<file path="config.mk">
export PLATFORM = sky130hd
export DESIGN_NAME = ps2_host_tx
export DESIGN_NICKNAME = d
export VERILOG_FILES = /design/src/rtl/ps2_pkg.sv /design/src/rtl/ps2_line_sync.sv /design/src/rtl/ps2_host_tx.sv
export SDC_FILE = /design/constraint.sdc
export NUM_CORES = 1
export LEC_CHECK = 0
export BUFFER_PORTS_ARGS = -buffer_cell sky130_fd_sc_hd__buf_2
export CORE_UTILIZATION = 23
export DETAILED_ROUTE_END_ITERATION = 8
export HOLD_SLACK_MARGIN = 0.05
export PLACE_DENSITY = 0.38
export SYNTH_ARGS = -nofsm -noshare
export SYNTH_HDL_FRONTEND = slang
export SYNTH_SLANG_ARGS = --single-unit
export TNS_END_PERCENT = 20
</file>
<file path="constraint.sdc">
create_clock -name clk -period 3.2 [get_ports clk]
set_input_delay 0.64 -clock clk [delete_from_list [all_inputs] [get_ports clk]]
set_output_delay 0.64 -clock clk [all_outputs]
set_load 0.01 [all_outputs]
</file>
<file path="src/rtl/ps2_pkg.sv">
// rtl/ps2_pkg.sv - shared PS/2 types, command codes and frame helper
package ps2_pkg;

    typedef enum logic [2:0] {
        IDLE,
        INHIBIT,
        RTS,
        WAIT_CLK,
        SHIFT,
        ACK,
        WAIT_IDLE,
        FAIL
    } ps2_tx_state_t;

    localparam logic [7:0] CMD_SET_LED = 8'hED;
    localparam logic [7:0] CMD_RESET   = 8'hFF;
    localparam logic [7:0] CMD_ENABLE  = 8'hF4;
    localparam logic [7:0] RESP_ACK    = 8'hFA;

    localparam int FRAME_BITS = 10;

    // Wide enough for the longest wait (the 15 ms start timeout at 100 MHz).
    localparam int CNT_W = 21;

    // Bits shifted after the start bit: data LSB first, odd parity, stop.
    function automatic logic [FRAME_BITS-1:0] ps2_frame(input logic [7:0] data);
        return {1'b1, ~^data, data};
    endfunction

endpackage

</file>
<file path="src/rtl/ps2_line_sync.sv">
// rtl/ps2_line_sync.sv - PS/2 line synchronizer with clock falling-edge detect
module ps2_line_sync (
    input  logic clk,
    input  logic reset,
    input  logic clk_in,
    input  logic data_in,
    output logic clk_sync,
    output logic data_sync,
    output logic fall
);

    logic [1:0] clk_ff;
    logic [1:0] data_ff;
    logic       clk_prev;

    // Two-stage synchronizers; idle bus level is high, so reset to 1.
    always_ff @(posedge clk or negedge reset) begin
        if (!reset) begin
            clk_ff   <= 2'b11;
            data_ff  <= 2'b11;
            clk_prev <= 1'b1;
        end else begin
            clk_ff   <= {clk_ff[0], clk_in};
            data_ff  <= {data_ff[0], data_in};
            clk_prev <= clk_ff[1];
        end
    end

    assign clk_sync  = clk_ff[1];
    assign data_sync = data_ff[1];
    assign fall      = clk_prev & ~clk_ff[1];

endmodule

</file>
<file path="src/rtl/ps2_host_tx.sv">
// rtl/ps2_host_tx.sv - PS/2 host-to-device command transmitter (optional retry: PS2_TX_RETRY_EN)
module ps2_host_tx
    import ps2_pkg::*;
#(
    parameter int INHIBIT_CYC   = 12000,
    parameter int START_TMO_CYC = 1500000,
`ifdef PS2_TX_RETRY_EN
    parameter int MAX_RETRY     = 2,
`endif
    parameter int PKT_TMO_CYC   = 200000
) (
    input  logic       clk,
    input  logic       reset,
    input  logic [7:0] tx_data,
    input  logic       tx_valid,
    output logic       tx_ready,
    output logic       busy,
    output logic       tx_done,
    output logic       tx_error,
    input  logic       ps2_clk_in,
    input  logic       ps2_data_in,
    output logic       ps2_clk_oe,
    output logic       ps2_data_oe
);

    ps2_tx_state_t         state, state_n;
    logic [CNT_W-1:0]      cnt, cnt_n;
    logic [3:0]            bit_cnt, bit_cnt_n;
    logic [FRAME_BITS-1:0] frame, frame_n;
    logic                  clk_oe, clk_oe_n;
    logic                  data_oe, data_oe_n;
    logic                  ack_bit, ack_bit_n;
    logic                  clk_s, data_s, fall;

    ps2_line_sync u_sync (
        .clk       (clk),
        .reset     (reset),
        .clk_in    (ps2_clk_in),
        .data_in   (ps2_data_in),
        .clk_sync  (clk_s),
        .data_sync (data_s),
        .fall      (fall)
    );

`ifdef PS2_TX_RETRY_EN
    localparam int RETRY_W = (MAX_RETRY < 2) ? 1 : $clog2(MAX_RETRY + 1);
    logic [RETRY_W-1:0] retry_cnt, retry_cnt_n;

    // Attempt counter, cleared when a new byte is accepted.
    always_ff @(posedge clk or negedge reset) begin
        if (!reset) retry_cnt <= '0;
        else        retry_cnt <= retry_cnt_n;
    end
`endif

    // State, timers, frame and line drivers; the oe lines are registered so they never glitch.
    always_ff @(posedge clk or negedge reset) begin
        if (!reset) begin
            state   <= IDLE;
            cnt     <= '0;
            bit_cnt <= '0;
            frame   <= '0;
            clk_oe  <= 1'b0;
            data_oe <= 1'b0;
            ack_bit <= 1'b1;
        end else begin
            state   <= state_n;
            cnt     <= cnt_n;
            bit_cnt <= bit_cnt_n;
            frame   <= frame_n;
            clk_oe  <= clk_oe_n;
            data_oe <= data_oe_n;
            ack_bit <= ack_bit_n;
        end
    end

    // Next-state logic; cnt times inhibit, start wait and then the whole packet.
    always_comb begin
        state_n   = state;
        cnt_n     = cnt;
        bit_cnt_n = bit_cnt;
        frame_n   = frame;
        clk_oe_n  = clk_oe;
        data_oe_n = data_oe;
        ack_bit_n = ack_bit;
        tx_done   = 1'b0;
        tx_error  = 1'b0;
`ifdef PS2_TX_RETRY_EN
        retry_cnt_n = retry_cnt;
`endif
        case (state)
            IDLE: begin
                if (tx_valid) begin
                    frame_n   = ps2_frame(tx_data);
                    cnt_n     = '0;
                    clk_oe_n  = 1'b1;
                    data_oe_n = 1'b0;
                    state_n   = INHIBIT;
`ifdef PS2_TX_RETRY_EN
                    retry_cnt_n = '0;
`endif
                end
            end
            INHIBIT: begin
                if (cnt == CNT_W'(INHIBIT_CYC - 1)) begin
                    cnt_n     = '0;
                    data_oe_n = 1'b1;
                    state_n   = RTS;
                end else begin
                    cnt_n = cnt + 1'b1;
                end
            end
            RTS: begin
                clk_oe_n = 1'b0;
                cnt_n    = '0;
                state_n  = WAIT_CLK;
            end
            WAIT_CLK: begin
                if (fall) begin
                    data_oe_n = ~frame[0];
                    bit_cnt_n = 4'd1;
                    cnt_n     = '0;
                    state_n   = SHIFT;
                end else if (cnt == CNT_W'(START_TMO_CYC - 1)) begin
                    state_n = FAIL;
                end else begin
                    cnt_n = cnt + 1'b1;
                end
            end
            SHIFT: begin
                cnt_n = cnt + 1'b1;
                if (cnt == CNT_W'(PKT_TMO_CYC - 1)) begin
                    state_n = FAIL;
                end else if (fall) begin
                    if (bit_cnt == 4'(FRAME_BITS)) begin
                        ack_bit_n = data_s;
                        state_n   = ACK;
                    end else begin
                        data_oe_n = ~frame[bit_cnt];
                        bit_cnt_n = bit_cnt + 4'd1;
                    end
                end
            end
            ACK: begin
                data_oe_n = 1'b0;
                state_n   = ack_bit ? FAIL : WAIT_IDLE;
            end
            WAIT_IDLE: begin
                if (clk_s && data_s) begin
                    tx_done = 1'b1;
                    state_n = IDLE;
                end
            end
            FAIL: begin
`ifdef PS2_TX_RETRY_EN
                if (retry_cnt < RETRY_W'(MAX_RETRY)) begin
                    retry_cnt_n = retry_cnt + 1'b1;
                    cnt_n       = '0;
                    clk_oe_n    = 1'b1;
                    state_n     = INHIBIT;
                end else begin
                    tx_error = 1'b1;
                    state_n  = IDLE;
                end
`else
                tx_error = 1'b1;
                state_n  = IDLE;
`endif
            end
            default: state_n = IDLE;
        endcase
        // Both lines are already released while FAIL reports the error.
        if (state_n == FAIL) begin
            clk_oe_n  = 1'b0;
            data_oe_n = 1'b0;
        end
    end

    assign ps2_clk_oe  = clk_oe;
    assign ps2_data_oe = data_oe;
    assign tx_ready    = (state == IDLE);
    assign busy        = (state != IDLE);

endmodule
</file>
==> After elaboration in Yosys (flattened, before gate mapping) <==
Cells that the tools add are included.
{ "totals": {"register_bits": 46, "elab_cells": 92, "output_inout_bits": 6, "input_bits": 13} }
{ "classes": {"n_reduce_logical": 14, "eq_ne": 24, "n_mux": 36, "n_bitwise": 5, "add_sub_neg": 2, "order_cmp": 1} }
{ "ops": {"columns": ["op", "n"], "rows": [
  ["21-bit case mux with 5 select lines", 1],
  ["21-bit 2-to-1 mux", 4],
  ["3-bit 2-to-1 mux", 8],
  ["3-bit case mux with 8 select lines", 1],
  ["21-bit by 1-bit adder with 21-bit output (second input constant)", 1],
  ["21-bit by 14-bit == test with 1-bit output (second input constant)", 1],
  ["21-bit by 18-bit == test with 1-bit output (second input constant)", 1],
  ["21-bit == test (second input constant)", 1],
  ["3-bit != test (second input constant)", 6],
  ["4-bit 2-to-1 mux", 4],
  ["3-bit == test (second input constant)", 5],
  ["1-bit 2-to-1 mux", 14],
  ["2-bit != test (second input constant)", 5],
  ["4-bit case mux with 2 select lines", 1],
  ["8-bit XNOR reduction", 1],
  ["7-bit AND reduction", 1],
  ["3-bit by 2-bit == test with 1-bit output (second input constant)", 2],
  ["3-bit nonzero test", 2],
  ["6-bit nonzero test", 1],
  ["4-bit by 5-bit less-than comparator with 1-bit output (second input constant)", 1],
  ["1-bit case mux with 5 select lines", 1],
  ["5-bit AND reduction", 1],
  ["5-bit nonzero test", 1],
  ["4-bit by 1-bit adder with 4-bit output (second input constant)", 1],
  ["other kinds (13)", 17]
]} }

==> Logic depth before layout (Yosys ltp) <==
Gate-level depths: netlist of run 1.
{ "depth": {"word_depth": 8, "mapped_depth": 10, "mapped_depth_nobuf": 8} }

==> Cells and area by module <==
Synthesis of run 1 repeated with hierarchy kept, for this count alone.
{ "hier_totals": {"hier_cells": 274, "hier_area_um2": 2685.1} }
{ "modules_own_cells": {"columns": ["module", "cells_per_inst", "seq_area_each_um2", "area_each_um2", "instances"], "rows": [
  ["ps2_host_tx", 268, 1027.2, 2539.9, 1],
  ["ps2_line_sync", 6, 131.4, 145.1, 1]
]} }

==> Worst setup path before layout of run 1 <==
No wires, ideal clock.
{ "synth_timing": {"path_type": "reg-to-reg", "start": "reg cnt[0]", "end": "reg cnt[6]", "synth_period_minus_slack_ns": 2.108, "setup_ns": 0.121, "path_stages_with_launch": 8, "arrival_ns": 1.987, "n_path_buf": 0, "path_slack_ns": 1.092, "t_required_ns": 3.079, "path_cell_list": "dfrtp_1 -> ha_1 -> and3_1 -> nand3_1 -> o31a_1 -> or3_4 -> a21o_1 -> a22o_1"} }
{ "synth_via": {"elab_chain_len": 4, "elab_cells_between_ends": 9, "classes_between": "add/sub (1); eq/ne (3); mux (4); reduce/logical (1)"} }
{ "synth_lines": {"columns": ["item", "line", "rtl"], "rows": [
  ["start: declaration", "ps2_host_tx.sv:27", "logic [CNT_W-1:0] cnt, cnt_n;"],
  ["start signal: assignment", "ps2_host_tx.sv:68", "cnt <= cnt_n;"],
  ["21-bit by 1-bit adder with 21-bit output", "ps2_host_tx.sv:110, ps2_host_tx.sv:127, ps2_host_tx.sv:131", null],
  ["21-bit 2-to-1 mux", "ps2_host_tx.sv:124", "end else if (cnt == CNT_W'(START_TMO_CYC - 1)) begin"],
  ["21-bit 2-to-1 mux", "ps2_host_tx.sv:119", "if (fall) begin"],
  ["21-bit case mux with 5 select lines", "ps2_host_tx.sv:91", "case (state)"]
]} }
Parallel ways exist; a longest one is shown, timed or not. The select of a mux whose other input is x is not followed.
A chain may end at the register's enable or synchronous reset.

==> Worst setup path after layout of run 1 <==
{ "layout_timing": {"start": "reg cnt[0]", "end": "reg cnt[19]"} }
The elaborated chain is that of the path after synthesis.

==> results.ini, run 1 <==
[floorplanning]
die_area_sq_um = 12430
core_region_area_sq_um = 11560
placementRows = 39
fp.dieH_um = 111.5
start_util = 0.2385
die_width_um = 111.5
ios = 19

[setup_path]
start_kind = register
r2r_start = cnt[0]
criticalPathCategory = reg -> reg
cp_max_fo = 17
worstPathArrival_ns = 2.70
crit_start = cnt[0]
end_kind = register
crit_required_ns = 3.38

[sta]
finalCritPeriodShare = 0.7871
period_needed_ns = 2.519
final_max_slew_viol_count = 0
setup_violations = 0
finalHoldViolCount = 0
skew_ns = 0.008031
rsz0062_at_grt = no
worst_pin_slew_ns = 0.9713
slew_headroom = 0.3525
worst_slack_ns = 0.6814
timing.fmax_mhz = 397.0
finalSetupTns_ns = 0

[drt]
met1_length_um = 3640
ant_nets = 0
via_count = 2238
dr.pass1.iters = 6
avgRoutedWirePerCell_um = 15.64
wl_met3_um = 221
drt-total-wl_um = 6992
drc = 6
wl_met2_um = 3033
viasPerCell = 5.007
drt_iter0_drc = 162
highest-signal-layer = met4

[pwr]
p_sw_frac = 0.3376
combPwrFrac = 0.314
total_power_mw = 1.887
p_int_mw = 1.250
power_density_nw_per_um2 = 601.0
pwr-share-clk = 0.285
switchingPower_uw = 636.9
p_seq_frac = 0.401
vdd_drop_max_uv = 187.6
p_leak_nw = 1.250

[cells_and_area]
diodes = 0
fillers = 1208
area_growth_pct = 13.84
layout_commonest_cell = dfrtp_1
final_cell_mix = dfrtp_1 (40), nand2_1 (28), buf_2 (18)
regArea_sq_um = 1159
nNetsFinal = 319
layout.cells.non_filler = 447
multi_input_area_sq_um = 1479
drive_above_1_share = 0.2072

[synth]
syn_area_sq_um = 2758
async_flop_share = 1.000
synth_fp_nets = 305
synth_edf_count = 0
synth_cell_type_count = 53
netlist_instances = 289
seq_area_frac_synth = 0.4201
ys_ff_latch = 46
yosysWarnings = 0
avgSynthCellArea_sq_um = 9.542
ys.flop_type = dfrtp_1

[placement]
gp_congestion = 0.7153
dp_slack_ns = 0.7008
hpwl_um = 5056
io_buffer_count = 18
placedCellCount = 439

[cts]
ctsResizeCount = 0
cts-htree-levels = 2
post_cts_buffers = 0
clock_latency_ns = 0.29
clock-root-buffer = clkbuf_16
numClockSinks = 46
cts_tree = built
clk_pin_slew_ns = 0.07
cts_buffer_depth = 2
cts_hold_buffers = 0
numCtsBuffers = 5

[status]
status = complete, but fails checks
failed_checks = design-rule violations

[grt]
antenna_found_initial = 0
gr-total-overflow = 0
grt_pass1_wl_um = 11940
grt_max_degree = 43
gr-usage-all-layers = 0.1218
grt_pass1_vias = 2261

[min_path]
min-delay-start = u_sync.clk_ff[0]
hp-class = reg -> reg

[flow_run]
max_cap_violations = 0

==> power by group through the flow <==
stage / combinational, mW / sequential [mW] / clock (mW)
6_report: 0.593 / 0.756 / 0.538
5_1_grt: 0.654 / 0.773 / 0.587
4_1_cts: 0.601 / 0.756 / 0.562
3_5_place_dp: 0.598 / 0.768 / 0
3_3_place_gp: 0.603 / 0.762 / 0
2_1_floorplan: 0.467 / 0.742 / 0
==> cell type report <==
cell class / instances / area share
clock buffer: 5 / 0.03986
tap: 143 / 0.05699
multi-input combinational: 218 / 0.4711
sequential: 46 / 0.3691
timing repair buffer: 26 / 0.04783
clock inverter: 3 / 0.007971
inverter: 6 / 0.007174
==> registers in the layout (all words and copies together) (netlist names) <==
register,flops
ack_bit,1
bit_cnt,4
cnt,21
frame,10
ps2_clk_oe,1
ps2_data_oe,1
state,3
u_sync.clk_ff,2
u_sync.clk_prev,1
u_sync.data_ff,2
==> cells by family after synthesis <==
logic type	Yosys count	share of synthesized area
simple gates	120	0.2427
flops	46	0.4201
mux	15	0.06806
compound gates	73	0.1897
buf+inv	25	0.04356
xor+xnor	7	0.02223
fa+ha+maj	3	0.01361
==> per-stage QoR <==
stage	hold WS [ns]	util	area (sq um)
after floorplan	0.3444	-	2758
after global placement	0.3452	0.2585	2989
after detailed placement	0.3473	0.2585	2989
after CTS	0.3580	0.2714	3139
after global routing	0.3615	0.2714	3139
final	0.3559	0.2714	3139
==> cell usage after synthesis, types with 2 or more instances <==
cell,count,area (sq um)
nand2_1,28,105.1
nand3_1,12,60.06
inv_1,6,22.52
nor2b_1,5,31.28
o211ai_1,2,15.01
mux2i_1,3,30.03
dfrtp_1,40,1001
o21bai_1,4,30.03
nor2_1,16,60.06
clkbuf_2,3,15.01
a21o_1,4,30.03
buf_2,6,30.03
clkbuf_1,5,18.77
nor4b_1,4,35.03
a31oi_1,4,25.02
a21oi_1,8,40.04
mux4_2,2,45.04
ha_1,3,37.54
mux2_2,10,112.6
o21ai_0,10,50.05
nor3_1,9,45.04
xnor2_1,7,61.31
a22o_1,5,43.79
buf_4,4,30.03
dfstp_2,6,157.7
o31ai_1,16,120.1
or2_2,3,18.77
or3_1,5,31.28
nand4_1,10,62.56
and3_1,7,43.79
or4_1,2,15.01
a2bb2oi_1,13,113.9
a211oi_1,2,15.01
and2_1,5,31.28
nor4_1,2,12.51
==> critical path: stages, from the launching register on <==
cell     delay, ns
dfrtp_1       0.41
ha_1          0.22
and3_1        0.23
nand3_1       0.16
nor4_1        0.34
or3_1         0.55
buf_4         0.28
nor4b_1       0.07
a21o_1        0.15
==> per-layer routing <==
| layer | GRT usage | up-vias |
|---|---|---|
| li1 | - | 1107 |
| met1 | 0.1677 | 1089 |
| met2 | 0.1892 | 34 |
| met3 | 0.02613 | 8 |
| met4 | 0.04054 | 0 |
| met5 | 0 | - |
==> worst paths after layout <==
kind,endpoint,slack (ns),cells past startpoint
setup reg to reg,cnt[19],0.68,8
hold reg to reg,u_sync.clk_ff[1],0.36,0
hold / removal,u_sync.clk_ff[1],0.36,0
max in group asynchronous,ack_bit,1.97,2
setup / recovery,cnt[19],0.68,8
min in group asynchronous,frame[9],0.50,1
Power figures use the tool's default switching activity.
==> inputs of run 2 (changes only) <==
==> constraint.sdc (replaced) <==
create_clock -name clk -period 2.4 [get_ports clk]
set_input_delay 0.48 -clock clk [delete_from_list [all_inputs] [get_ports clk]]
set_output_delay 0.48 -clock clk [all_outputs]
set_load 0.01 [all_outputs]
==> run 2 against run 1 <==
The run still ends with design-rule violations left. Register-to-register slack worse by 0.56 ns. Critical endpoint is now cnt[6]. Critical path depth decreased by 1. Highest routed layer unchanged. Largest cell class unchanged. Cell count rose by 4.9%. Critical path type unchanged.
==> results.ini, run 2 (same netlist as run 1, synthesis figures left out) <==
[grt]
grt_pass1_wl_um = 11890  ; -0.46%
gr-usage-all-layers = 0.1220  ; +0.0001598
grt_max_degree = 20  ; -53%
grt_pass1_vias = 2250  ; -0.49%
antenna_found_initial = 0  ; unchanged
gr-total-overflow = 0  ; unchanged

[sta]
finalSetupTns_ns = 0  ; unchanged
setup_violations = 0  ; unchanged
whs_ns = 0.05651  ; -0.2994 ns
slew_headroom = 0.6695  ; +0.3170
worst_pin_slew_ns = 0.4958  ; -0.4755 ns
finalHoldViolCount = 0  ; unchanged
timing.fmax_mhz = 438.5  ; +10%
period_needed_ns = 2.281  ; -0.2379 ns
finalCritPeriodShare = 0.9503  ; +0.1632
worst_slack_ns = 0.1193  ; -0.5621 ns
skew_ns = 0.006534  ; -0.001497 ns
rsz0062_at_grt = no
final_max_slew_viol_count = 0  ; unchanged

[floorplanning]
start_util = 0.2385  ; unchanged
fp.dieH_um = 111.5  ; unchanged
placementRows = 39  ; unchanged
core_region_area_sq_um = 11560  ; unchanged
die_area_sq_um = 12430  ; unchanged
die_width_um = 111.5  ; unchanged
ios = 19  ; unchanged

[cells_and_area]
post-route-util = 0.2863  ; +0.01482
top_regs = cnt (21), frame (10), bit_cnt (4)
fin_area_sq_um = 3311  ; +5.5%
area_growth_pct = 20.05
drive_above_1_share = 0.2638  ; +0.05657
final_cell_mix = dfrtp_1 (40), buf_4 (30), nand2_1 (28)
nNetsFinal = 341  ; +6.9%
fillers = 1219  ; +0.91%
top_register = cnt
layout_commonest_cell = dfrtp_1
diodes = 0  ; unchanged
largest_reg_flops = 21  ; unchanged

[setup_path]
crit_start = cnt[1]
worst_path_largest_cell_delay_ns = 0.40  ; -0.15 ns
end_kind = register
worstPathArrival_ns = 2.46  ; -0.24 ns
cp-endpoint = cnt[6]
rrSetupSlack_ns = 0.12  ; -0.56 ns
cp_cell_sequence = ha_1 > and3_1 > nand3_1 > o31a_1 > or3_4 > a21o_1 > a22o_1
criticalPathCategory = reg -> reg
crit_path_top_delay_cell = o31a_1
start_kind = register
crit_required_ns = 2.58  ; -0.80 ns
cp_max_fo = 5  ; -12
reg2reg_depth = 7  ; -1
r2r_start = cnt[1]
crit-reg2reg-capture = cnt[6]

[drt]
wl_met3_um = 328  ; +48%
dr.pass1.iters = 6  ; unchanged
met1_length_um = 3584  ; -1.5%
highest-signal-layer = met4
wl_met2_um = 3155  ; +4.0%
drt_iter0_drc = 168  ; +3.7%
drc = 4  ; -2
via_count = 2344  ; +4.7%
avgRoutedWirePerCell_um = 15.38  ; -1.7%
drt-total-wl_um = 7212  ; +3.1%
ant_nets = 0  ; unchanged
viasPerCell = 4.998  ; -0.18%

[status]
failed_checks = design-rule violations
status = complete, but fails checks

[cts]
clk_pin_slew_ns = 0.07  ; about the same
post_cts_buffers = 0  ; unchanged
clock_latency_ns = 0.29  ; about the same
numCtsBuffers = 5  ; unchanged
cts_tree = built
numClockSinks = 46  ; unchanged
cts-htree-levels = 2  ; unchanged
clock-root-buffer = clkbuf_16
cts_buffer_depth = 2  ; unchanged

[min_path]
hp-class = in -> async

[placement]
hpwl_um = 5499  ; +8.8%
io_buffer_count = 18  ; unchanged
gp_congestion = 0.7593  ; +6.2%
place_area_sq_um = 3154  ; +5.5%
dp_slack_ns = 0.06421  ; -0.6366 ns

[pwr]
power_density_nw_per_um2 = 776.0  ; +29%
p_leak_nw = 1.370  ; +9.6%
vdd_drop_max_uv = 289.6  ; +54%

[flow_run]
max_cap_violations = 0  ; unchanged

[run 2: power by group]
part / switching (mW) / internal [mW]
Sequential: 0.114 / 0.907
Clock: 0.338 / 0.398
Combinational: 0.415 / 0.398
Total: 0.867 / 1.70
[run 2: cell type report]
type | count | area [sq um] | share of cell area
Clock buffer | 5 | 125.1 | 0.03779
Clock inverter | 3 | 26.28 | 0.007936
Inverter | 6 | 22.52 | 0.006803
Multi-Input combinational cell | 218 | 1484 | 0.4482
Sequential cell | 46 | 1159 | 0.3500
Tap cell | 143 | 178.9 | 0.05404
Timing Repair Buffer | 48 | 315.3 | 0.09524
[run 2: routing by layer]
metal | global-route usage | up-vias
met5 | 0 | -
met4 | 0.04595 | 0
met3 | 0.02613 | 14
met2 | 0.1875 | 46
met1 | 0.1676 | 1133
li1 | - | 1151
[run 2: repair_timing]
| action | in CTS | in global routing |
|---|---|---|
| endpoints found under the hold margin | 0 | 0 |
| hold buffers | 0 | 0 |
| gates resized for setup | 0 | 2 |
| endpoints found under the setup margin | 0 | 5 |
[run 2: worst min path at each step]
stage                                    to  depth (start not counted)         startpoint
after floorplan                  bit_cnt[0]                          0              reset
after global placement     u_sync.clk_ff[1]                          0   u_sync.clk_ff[0]
after detailed placement  u_sync.data_ff[1]                          0  u_sync.data_ff[0]
after CTS                          frame[9]                          1              reset
after global routing               frame[9]                          1              reset
final                              frame[9]                          1              reset
[run 2: critical path: cells and delay by family, from the launching register on]
kind,cells,cell delay [ns]
and+or+nand+nor,3,0.77
AOI/OAI and AO/OA,3,0.79
adders and majority gates,1,0.21
DFF,1,0.39
[run 2: metrics by stage]
step | power (mW) | std cells
5_1_grt | 2.741 | 469
3_3_place_gp | 1.854 | 461
4_1_cts | 2.607 | 469
2_1_floorplan | 1.612 | 289
3_5_place_dp | 1.853 | 461
6_report | 2.569 | 469
==> inputs of run 3 (changes only) <==
--- a/config.mk
+++ b/config.mk
@@ -6,10 +6,12 @@
 export NUM_CORES = 1
 export LEC_CHECK = 0
 export BUFFER_PORTS_ARGS = -buffer_cell sky130_fd_sc_hd__buf_2
+export CORE_MARGIN = 3
 export CORE_UTILIZATION = 23
 export DETAILED_ROUTE_END_ITERATION = 8
 export HOLD_SLACK_MARGIN = 0.05
 export PLACE_DENSITY = 0.38
+export SETUP_SLACK_MARGIN = 0.4
 export SYNTH_ARGS = -nofsm -noshare
 export SYNTH_HDL_FRONTEND = slang
 export SYNTH_SLANG_ARGS = --single-unit
==> run 3 against run 2 <==
The flow now finishes without violations. Worst hold slack better by 0.22 ns. Clock skew hardly changed. Non-clock buffer count grew 4. Critical endpoint unchanged. Highest routed layer unchanged.
==> results.ini, run 3 (same netlist as run 1, synthesis figures left out) <==
[status]
status = completed

[floorplanning]
ios = 19  ; unchanged
fp.dieH_um = 115.5  ; +3.6%
placementRows = 39  ; unchanged
core_region_area_sq_um = 11560  ; unchanged
die_width_um = 115.5  ; +3.6%
start_util = 0.2385  ; unchanged
die_area_sq_um = 13340  ; +7.3%

[pwr]
p_int_mw = 1.768  ; +3.8%
power_density_nw_per_um2 = 776.3  ; about the same
combPwrFrac = 0.343  ; +0.027
pwr-share-clk = 0.277  ; -0.009
switchingPower_uw = 914.9  ; +5.6%
p_sw_frac = 0.3410  ; +0.003702
vdd_drop_max_uv = 240.1  ; -17%
p_leak_nw = 1.384  ; +0.98%
p_seq_frac = 0.379  ; -0.018

[drt]
via_count = 2343  ; -0.043%
drc = 0  ; -4
wl_met2_um = 3465  ; +9.8%
met1_length_um = 3807  ; +6.2%
drt-total-wl_um = 7558  ; +4.8%
viasPerCell = 4.953  ; -0.89%
drt_iter0_drc = 75  ; -55%
highest-signal-layer = met4
avgRoutedWirePerCell_um = 15.98  ; +3.9%
dr.pass1.iters = 4  ; -2
wl_met3_um = 165  ; -50%
ant_nets = 0  ; unchanged

[setup_path]
crit_required_ns = 2.58  ; about the same
crit_path_top_delay_cell = dfrtp_2
start_kind = register
critPathBufInv = 0  ; unchanged
cp_max_fo = 8  ; +3
rrSetupSlack_ns = 0.32  ; +0.20 ns
worstPathArrival_ns = 2.26  ; -0.20 ns
criticalPathCategory = reg -> reg
cpLargestDelayFamily = simple AND/OR/NAND/NOR gates
worst_path_largest_cell_delay_ns = 0.44  ; +0.04 ns
cp_cell_sequence = nand2_1 > or3_1 > o31a_1 > or3_4 > a21o_1 > a22o_1
end_kind = register

[cts]
cts_hold_buffers = 0  ; unchanged
clk_pin_slew_ns = 0.07  ; about the same
clock_latency_ns = 0.30  ; about the same
cts_buffer_depth = 2  ; unchanged
cts_tree = built
cts-htree-levels = 2  ; unchanged
numCtsBuffers = 5  ; unchanged
clock-root-buffer = clkbuf_16
numClockSinks = 46  ; unchanged

[sta]
finalHoldViolCount = 0  ; unchanged
finalCritPeriodShare = 0.8653  ; -0.08499
worst_pin_slew_ns = 0.6092  ; +0.1134 ns
finalSetupTns_ns = 0  ; unchanged
final_max_slew_viol_count = 0  ; unchanged
slew_headroom = 0.5939  ; -0.07560
skew_ns = 0.006697  ; +0.0001630 ns
setup_violations = 0  ; unchanged
rsz0062_at_grt = yes
period_needed_ns = 2.077  ; -0.2040 ns
timing.fmax_mhz = 481.5  ; +9.8%

[cells_and_area]
top_regs = cnt (21), frame (10), bit_cnt (4)
area_growth_pct = 25.32
largest_reg_flops = 21  ; unchanged
layout_commonest_cell = buf_4
diodes = 0  ; unchanged
nNetsFinal = 345  ; +1.2%
final_cell_mix = buf_4 (33), dfrtp_1 (30), nand2_1 (28)
drive_above_1_share = 0.3364  ; +0.07256
top_register = cnt
fin_area_sq_um = 3456  ; +4.4%

[grt]
grt_pass1_vias = 2347  ; +4.3%
grt_pass1_wl_um = 12610  ; +6.0%
grt_max_degree = 47  ; +140%
gr-usage-all-layers = 0.1200  ; -0.001961
gr-total-overflow = 0  ; unchanged
antenna_found_initial = 0  ; unchanged

[flow_run]
max_cap_violations = 0  ; unchanged

[placement]
io_buffer_count = 18  ; unchanged
gp_congestion = 0.8000  ; +5.4%
hpwl_um = 5331  ; -3.1%
place_area_sq_um = 3147  ; -0.24%

[min_path]
hp-class = in -> async

run 3: changes by cell type in the layout (fill, tap and decap cells not counted), sizes merged:
cell    change
inv         -1
clkinv      +1
buf         +4
run 3: path summary, 6_finish.rpt:
kind | startpoint | end | depth (start not counted)
min in group clk | ps2_clk_in | u_sync.clk_ff[0] | 1
max reg2reg | cnt[7] | cnt[6] | 6
max | cnt[7] | cnt[6] | 6
max in group asynchronous | reset | cnt[8] | 2
min reg2reg | u_sync.clk_ff[0] | u_sync.clk_ff[1] | 0
min | reset | state[2] | 2
run 3: stage by stage:
step,hold slack (ns),power [mW],util,std cells,setup WS (ns)
floorplan,0.1844,1.620,-,289,0.3382
global placement,0.3484,1.904,0.2721,455,0.1466
detailed placement,0.3551,1.898,0.2721,455,0.09845
CTS,0.2668,2.704,0.2931,470,0.2976
global route,0.2676,2.836,0.2988,473,0.2239
finish,0.2782,2.683,0.2988,473,0.3233
run 3: layer usage:
metal  vias up  global-route usage
met5         -                   0
met4         0             0.03756
met3         7             0.02141
met2        33              0.1890
met1      1148              0.1678
li1       1155                   -
run 3: area by class of cell:
class	count	area [sq um]
clock inverter	3	28.78
multi-input combinational	218	1572
inverter	6	22.52
tap	143	178.9
fill	1182	8109
clock buffer	5	125.1
timing repair buffer	52	357.8
sequential	46	1171
run 3: power groups by stage:
stage / combinational, mW / sequential (mW) / clock [mW]
floorplan: 0.629 / 0.991 / 0
global placement: 0.873 / 1.03 / 0
detailed placement: 0.867 / 1.03 / 0
CTS: 0.915 / 1.02 / 0.773
global route: 1.01 / 1.04 / 0.788
finish: 0.921 / 1.02 / 0.744
run 3: timing repair:
item	4_1_cts	5_1_grt
endpoints found under the setup margin	26	26
buffers inserted	7	3
pin swaps	9	9
gates resized for setup	13	10
gates cloned	0	0
